===== src/rtl/decode_operand_bypass.sv =====
// Decode-stage operand bypass and load-use hazard unit: per-port MEM/WB forwarding,
// registered D/E operands, a RUN/STALL tracker with a sticky watchdog and a stall counter.
module decode_operand_bypass #(
  parameter int DATA_W    = 32,
  parameter int REG_W     = 5,
  parameter int NPORTS    = 2,
  parameter int STALL_MAX = 15,
  parameter int CNT_W     = 16,
  localparam int RC_W     = $clog2(STALL_MAX + 2)
) (
  input  logic                     clk,
  input  logic                     reset,
  input  logic                     id_valid,
  input  logic [NPORTS*REG_W-1:0]  id_rs,
  input  logic [NPORTS*DATA_W-1:0] rf_rd,
  input  logic                     ex_we,
  input  logic [REG_W-1:0]         ex_rd,
  input  logic                     ex_is_load,
  input  logic                     mem_we,
  input  logic [REG_W-1:0]         mem_rd,
  input  logic                     mem_is_load,
  input  logic [DATA_W-1:0]        mem_aluout,
  input  logic                     wb_we,
  input  logic [REG_W-1:0]         wb_rd,
  input  logic [DATA_W-1:0]        wb_result,
  output logic                     stall_d,
  output logic                     op_valid,
  output logic [NPORTS*DATA_W-1:0] op_data,
  output logic [NPORTS*2-1:0]      fwd_sel,
  output logic [CNT_W-1:0]         stall_count,
  output logic                     wdog_err,
  output logic                     dbgState,
  output logic [RC_W-1:0]          dbgRunCount
);

  // Handshake: op_valid pulses for one cycle per accepted instruction; decode is only
  // accepted when id_valid && !stall_d, a stalled cycle emits a bubble (op_valid=0).

  localparam logic [1:0] SEL_RF   = 2'b00;
  localparam logic [1:0] SEL_WB   = 2'b01;
  localparam logic [1:0] SEL_MEM  = 2'b10;
  localparam logic [1:0] SEL_ZERO = 2'b11;
  localparam logic [RC_W-1:0] RC_SAT = RC_W'(STALL_MAX + 1);

  typedef enum logic {RUN = 1'b0, STALL = 1'b1} stateT;

  stateT                     state, stateNext;
  logic [RC_W-1:0]           runCount, runCountNext;
  logic [NPORTS-1:0]         hazard;
  logic [NPORTS*DATA_W-1:0]  selData;
  logic [NPORTS*2-1:0]       selCode;
  logic [REG_W-1:0]          rs;

  // Source priority MEM > WB > RF; register 0 is a hard zero and never forwarded.
  always_comb begin
    hazard  = '0;
    selData = '0;
    selCode = '0;
    rs      = '0;
    for (int p = 0; p < NPORTS; p++) begin
      rs = id_rs[p*REG_W +: REG_W];
      if (rs == '0) begin
        selCode[p*2 +: 2]        = SEL_ZERO;
        selData[p*DATA_W +: DATA_W] = '0;
      end else if (mem_we && mem_rd == rs) begin
        selCode[p*2 +: 2]        = SEL_MEM;
        selData[p*DATA_W +: DATA_W] = mem_aluout;
      end else if (wb_we && wb_rd == rs) begin
        selCode[p*2 +: 2]        = SEL_WB;
        selData[p*DATA_W +: DATA_W] = wb_result;
      end else begin
        selCode[p*2 +: 2]        = SEL_RF;
        selData[p*DATA_W +: DATA_W] = rf_rd[p*DATA_W +: DATA_W];
      end
      // A load in MEM shadows any older WB match for the same register.
      hazard[p] = id_valid && (rs != '0) &&
                  ((ex_we && ex_is_load && ex_rd == rs) ||
                   (mem_we && mem_is_load && mem_rd == rs));
    end
  end

  assign stall_d = !reset && (|hazard);

  always_comb begin
    stateNext    = state;
    runCountNext = runCount;
    case (state)
      RUN: begin
        if (stall_d) begin
          stateNext    = STALL;
          runCountNext = RC_W'(1);
        end
      end
      STALL: begin
        if (stall_d) begin
          if (runCount != RC_SAT) runCountNext = runCount + RC_W'(1);
        end else begin
          stateNext    = RUN;
          runCountNext = '0;
        end
      end
      default: begin
        stateNext    = RUN;
        runCountNext = '0;
      end
    endcase
  end

  always_ff @(posedge clk or posedge reset) begin
    if (reset) begin
      state    <= RUN;
      runCount <= '0;
      wdog_err <= 1'b0;
    end else begin
      state    <= stateNext;
      runCount <= runCountNext;
      if (stall_d && runCountNext == RC_SAT) wdog_err <= 1'b1;
    end
  end

  always_ff @(posedge clk or posedge reset) begin
    if (reset) begin
      stall_count <= '0;
    end else if (stall_d && stall_count != '1) begin
      stall_count <= stall_count + CNT_W'(1);
    end
  end

  always_ff @(posedge clk or posedge reset) begin
    if (reset) begin
      op_valid <= 1'b0;
      op_data  <= '0;
      fwd_sel  <= '0;
    end else if (stall_d) begin
      op_valid <= 1'b0;
    end else if (id_valid) begin
      op_valid <= 1'b1;
      op_data  <= selData;
      fwd_sel  <= selCode;
    end else begin
      op_valid <= 1'b0;
    end
  end

  assign dbgState    = state;
  assign dbgRunCount = runCount;

endmodule


===== config.mk =====
export PLATFORM = sky130hd
export DESIGN_NAME = decode_operand_bypass
export DESIGN_NICKNAME = d
export VERILOG_FILES = /design/src/rtl/decode_operand_bypass.sv
export SDC_FILE = /design/constraint.sdc
export NUM_CORES = 1
export LEC_CHECK = 0
export ABC_AREA = 0
export CAP_MARGIN = 5
export CORE_ASPECT_RATIO = 1.75
export CORE_MARGIN = 2
export CORE_UTILIZATION = 44
export CTS_BUF_LIST = sky130_fd_sc_hd__clkbuf_8
export DETAILED_ROUTE_END_ITERATION = 7
export PLACE_DENSITY = 0.91
export SYNTH_ARGS = -nofsm -noshare
export SYNTH_HDL_FRONTEND = slang
export SYNTH_SLANG_ARGS = --single-unit

===== constraint.sdc =====
create_clock -name clk -period 5.3 [get_ports clk]
set_clock_uncertainty 0.15 [all_clocks]
set_input_delay 1.06 -clock clk [delete_from_list [all_inputs] [get_ports clk]]
set_output_delay 1.06 -clock clk [all_outputs]
set_load 0.01 [all_outputs]

# ---- Yosys cells after proc, flatten, opt, wreduce, memory -nomap -nowiden
# Cells that the tools add are included.
dict set report totals {
  register_bits 92
  input_bits 161
  elab_cells 65
  out_inout_bits 93
}
dict set report classes {
  add_sub_neg 2
  reduce_logical 26
  eq_ne 9
  n_mux 19
  n_bitwise 2
}
# op count
set op_table {}
lappend op_table {{$mux 32} 6}
lappend op_table {{$eq 5x5->1} 6}
lappend op_table {{$logic_and 1x1->1} 17}
lappend op_table {{$add 16x1->16 const B} 1}
lappend op_table {{$ne 16x16->1 const B} 1}
lappend op_table {{$mux 5} 3}
lappend op_table {{$logic_not 5->1} 2}
lappend op_table {{$pmux 5 s2} 1}
lappend op_table {{$reduce_bool 5->1} 2}
lappend op_table {{$mux 2} 4}
lappend op_table {{$add 5x1->5 const B} 1}
lappend op_table {{$eq 5x5->1 const B} 1}
lappend op_table {{$mux 1} 5}
lappend op_table {{$ne 5x5->1 const B} 1}
lappend op_table {{$logic_or 1x1->1} 2}
lappend op_table {{$not 1->1} 2}
lappend op_table {{$reduce_and 2->1} 1}
lappend op_table {{$reduce_or 2->1} 1}
lappend op_table {{$logic_not 1->1} 1}

# ---- Longest topological paths before layout
dict set report logic_depth {
  depth_word 10
  depth_mapped 10
  depth_no_buf 8
}

# ---- Worst setup path before layout
# Ideal clock, no wire load.
dict set report synth_timing {
  path_type {input to output}
  startpoint {input port reset}
  endpoint {output port stall_d}
  stages 4
  setup_slack_ns 0.333
  arrival_ns 3.757
  t_required_ns 4.090
  path_buffers 0
  path_cell_list {inv_1 -> o211ai_1 -> o22a_2 -> inv_2}
}
dict set report synth_via {
  elab_chain_len 2
}
# element line
set synth_lines {}
lappend synth_lines {{start: declaration} 12} ;# input logic reset,
lappend synth_lines {{$logic_not 1->1 (no source line)} n/a}
lappend synth_lines {{$logic_and 1x1->1} 82} ;# assign stall_d = !reset && (|hazard);
lappend synth_lines {{end: declaration} 26} ;# output logic stall_d,
# No other way between the ends.

# ---- Worst setup path after layout
dict set report layout_timing {
  startpoint {input port id_rs[1]}
  endpoint {output port stall_d}
}
dict set report layout_via {
  elab_chain_len 6
  word_cells_on_any_way 10
  classes_between {2 x eq/ne; 8 x reduce/logical}
}
# element line
set layout_lines {}
lappend layout_lines {{start: declaration} 14} ;# input logic [NPORTS*REG_W-1:0] id_rs,
lappend layout_lines {{$eq 5x5->1 (on tied branches)} {77, 78}}
lappend layout_lines {{$logic_and 1x1->1 (on tied branches)} {77, 78}}
lappend layout_lines {{$logic_or 1x1->1} 77} ;# ((ex_we && ex_is_load && ex_rd == rs) ||
lappend layout_lines {{$logic_and 1x1->1 (*)} 76} ;# hazard[p] = id_valid && (rs != '0) &&
lappend layout_lines {{$reduce_or 2->1 (*)} 82}
lappend layout_lines {{$logic_and 1x1->1 (*)} 82}
# Mark *: on every way between the ends. The rest lies on a longest branch, timed or not.

==> results.py <==
metrics = {
    "power": {
        "powerDensity_mw_per_mm2": 227.4,
        "power_uw": 1924,
        "vdd_drop_max_mv": 0.1438,
        "leakagePower_uw": 0.003432,
    },
    "clock_tree": {
        "clock_latency_ps": 360,
        "clkTransAtPathRegs_ps": 90,
        "cts_max_path_buffers": 2,
        "cts_hold_buf": 0,
        "cts_setup_buffers": 0,
        "root_buffer": "clkbuf_8",
        "h-tree-depth": 3,
        "cts_resized": 0,
        "tritoncts": "yes",
        "cts_sinks": 92,
        "numCtsBuffers": 9,
    },
    "logic_synthesis": {
        "synth_top_area_cell": "dfrtp_1",
        "synthFlopType": "dfrtp_1",
        "synthTopCellsByArea": "dfrtp_1 (41%), mux2i_1 (12%), nand2_1 (9.4%)",
        "postSynth.asyncResetShare_pct": 100.0,
        "synth_area_per_cell_um2": 9.013,
        "synth-seq-cells": 92,
        "syn-cell-area_mm2": 0.005660,
        "ys_types": 36,
        "synth_top_cells_by_count": "nand2_1 (142), dfrtp_1 (92), o21ai_0 (71)",
        "synth_edf_count": 0,
        "syn_inst": 628,
        "netlist.area_leader.share_pct": 40.67,
        "synth_most_common_cell": "nand2_1",
        "syn_nets": 792,
        "ys_warn_count": 0,
        "ys_seq_area_share_pct": 40.67,
    },
    "placement": {
        "port_buffers": 253,
        "dpl_cell_area_mm2": 0.008243,
        "hpwl_um": 13660,
        "globalplace.congestion": 0.8856,
    },
    "timing": {
        "max_freq_mhz": 212.6,
        "timing.slew.headroom_pct": 23.79,
        "tns_ps": 0,
        "period_needed_ps": 4704,
        "hold_violations": 0,
        "period_share_pct": 88.76,
        "rsz0062_at_grt": "false",
        "tightest_slew_ps": 1139,
        "setup_viol": 0,
        "final_max_slew_viol_count": 0,
    },
    "global_routing": {
        "grt_usage_pct": 26.00,
        "grt-ovfl-total": 0,
        "grt_pass1_vias": 5777,
        "grt_max_degree": 74,
        "grt_pass1_wl_um": 28750,
        "antenna_found_initial": 1,
    },
    "setup_path": {
        "arrival_ps": 3490,
        "path_buf_inv": 3,
        "start_kind": "primary input",
        "reg2reg_setup_slack_ps": 2690,
        "crit_family": "buffers and inverters",
        "crit_required_ps": 4090,
        "max_stage_delay_ps": 580,
        "slowest_stage": "clkdlybuf4s50_1",
        "cp_max_fo": 6,
        "path_common_cell": "clkdlybuf4s50_1",
        "criticalPathCategory": "in -> out",
        "end_kind": "output port",
        "path_cells": "clkdlybuf4s50_1 -> xnor2_1 -> nand3_1 -> nor3_1 -> a31oi_1 -> o22a_2 -> inv_2 -> clkdlybuf4s50_1",
    },
    "routing": {
        "ant_nets": 0,
        "via_per_inst": 5.453,
        "dr.pass1.iters": 5,
        "wirelength_um": 18270,
        "drcViolationCount": 0,
        "vias": 5584,
        "drt_first_iter_violations": 180,
        "routedWlPerCell_um": 17.84,
    },
    "final_layout": {
        "fin_nets": 1014,
        "final_area_mm2": 0.008461,
        "drive_above_1_share_pct": 5.848,
        "area_growth_pct": 49.47,
    },
    "die": {
        "die_width_um": 89.74,
        "core_mm2": 0.01250,
        "std_cell_rows": 54,
        "start_util_pct": 45.29,
        "fp.dieH_um": 154.0,
        "io_pins": 254,
        "dieArea_mm2": 0.01382,
    },
    "outcome": {
        "status": "complete, no violations",
    },
    "job": {
        "cap_violations": 0,
    },
    "hold_path": {
        "hold_class": "reg -> reg",
    },
}
==> state kept, by name, summed over array words and instances, names as in the netlist <==
name / cells
wdog_err: 1
stall_count: 16
dbgRunCount: 5
dbgState: 1
fwd_sel: 4
op_data: 64
op_valid: 1
==> report_power, final <==
part | switching [uW] | internal (uW) | total [uW]
registers | 57.2 | 775 | 832
logic | 258 | 326 | 584
clock network | 277 | 230 | 508
==> tightest hold or removal path, stage by stage, from the launching register on <==
cell and delay, ps:
dfrtp_1 350, nand2_1 50, o31ai_1 60
==> kinds of logic (layout without fill, tap and decap cells) <==
group	count (synthesis)	in the layout	synth area share, %
fa+ha+maj	3	3	0.6632
compound gates	158	158	17.93
simple gates	197	197	15.76
mux	70	70	12.47
buf+inv	61	288	5.239
flops	92	92	40.67
xor+xnor	47	47	7.272
other cells	0	1	0
==> through the flow <==
step	setup slack, ps	hold WS (ps)	std cells	utilization, %
after detailed placement	609.3	314.7	1007	65.95
after global placement	673.7	305.2	1007	65.95
final	595.9	330.8	1024	67.69
after global routing	327.5	360.8	1024	67.69
after floorplan	333.4	352.1	628	-
after CTS	588.1	335.9	1023	67.67
==> path summary, 6_finish.rpt <==
path	depth (start not counted)	from	endpoint
max	8	id_rs[1]	stall_d
min reg2reg	2	op_data[9]	op_data[9]
max in group asynchronous	3	reset	op_data[62]
min	2	op_data[9]	op_data[9]
min in group asynchronous	2	reset	op_data[56]
max reg2reg	7	stall_count[4]	stall_count[1]
==> per-layer routing <==
layer,wire length (um),GRT usage [%],vias up
met1,6438,25.84,2658
met5,0,0,-
met2,10200,50.54,204
met3,951,5.145,45
li1,-,-,2677
met4,680,12.97,0
==> placed cells by master, fill, tap and decap left out, types with 6 or more instances in the layout <==
cell               n
a21oi_1            8
nand3_1           15
nor3_1             6
clkbuf_8           9
xor2_1            30
buf_4              6
xnor2_1           17
o31ai_1           66
nor3_2            11
inv_1             10
nand2_1          140
dfrtp_1           92
o21ai_0           71
clkdlybuf4s50_1  253
mux2i_1           66
==> area by class of cell <==
type / count / area, um2
repair buffers: 260 / 2597
flip-flops and latches: 92 / 2302
multi-input cells: 475 / 3085
clock inverters: 7 / 91.34
fillers: 997 / 4039
inverters: 12 / 47.55
clock buffers: 9 / 123.9
well taps: 168 / 210.2
diodes: 1 / 2.502
Note: power is estimated with default switching activity, not from simulation.
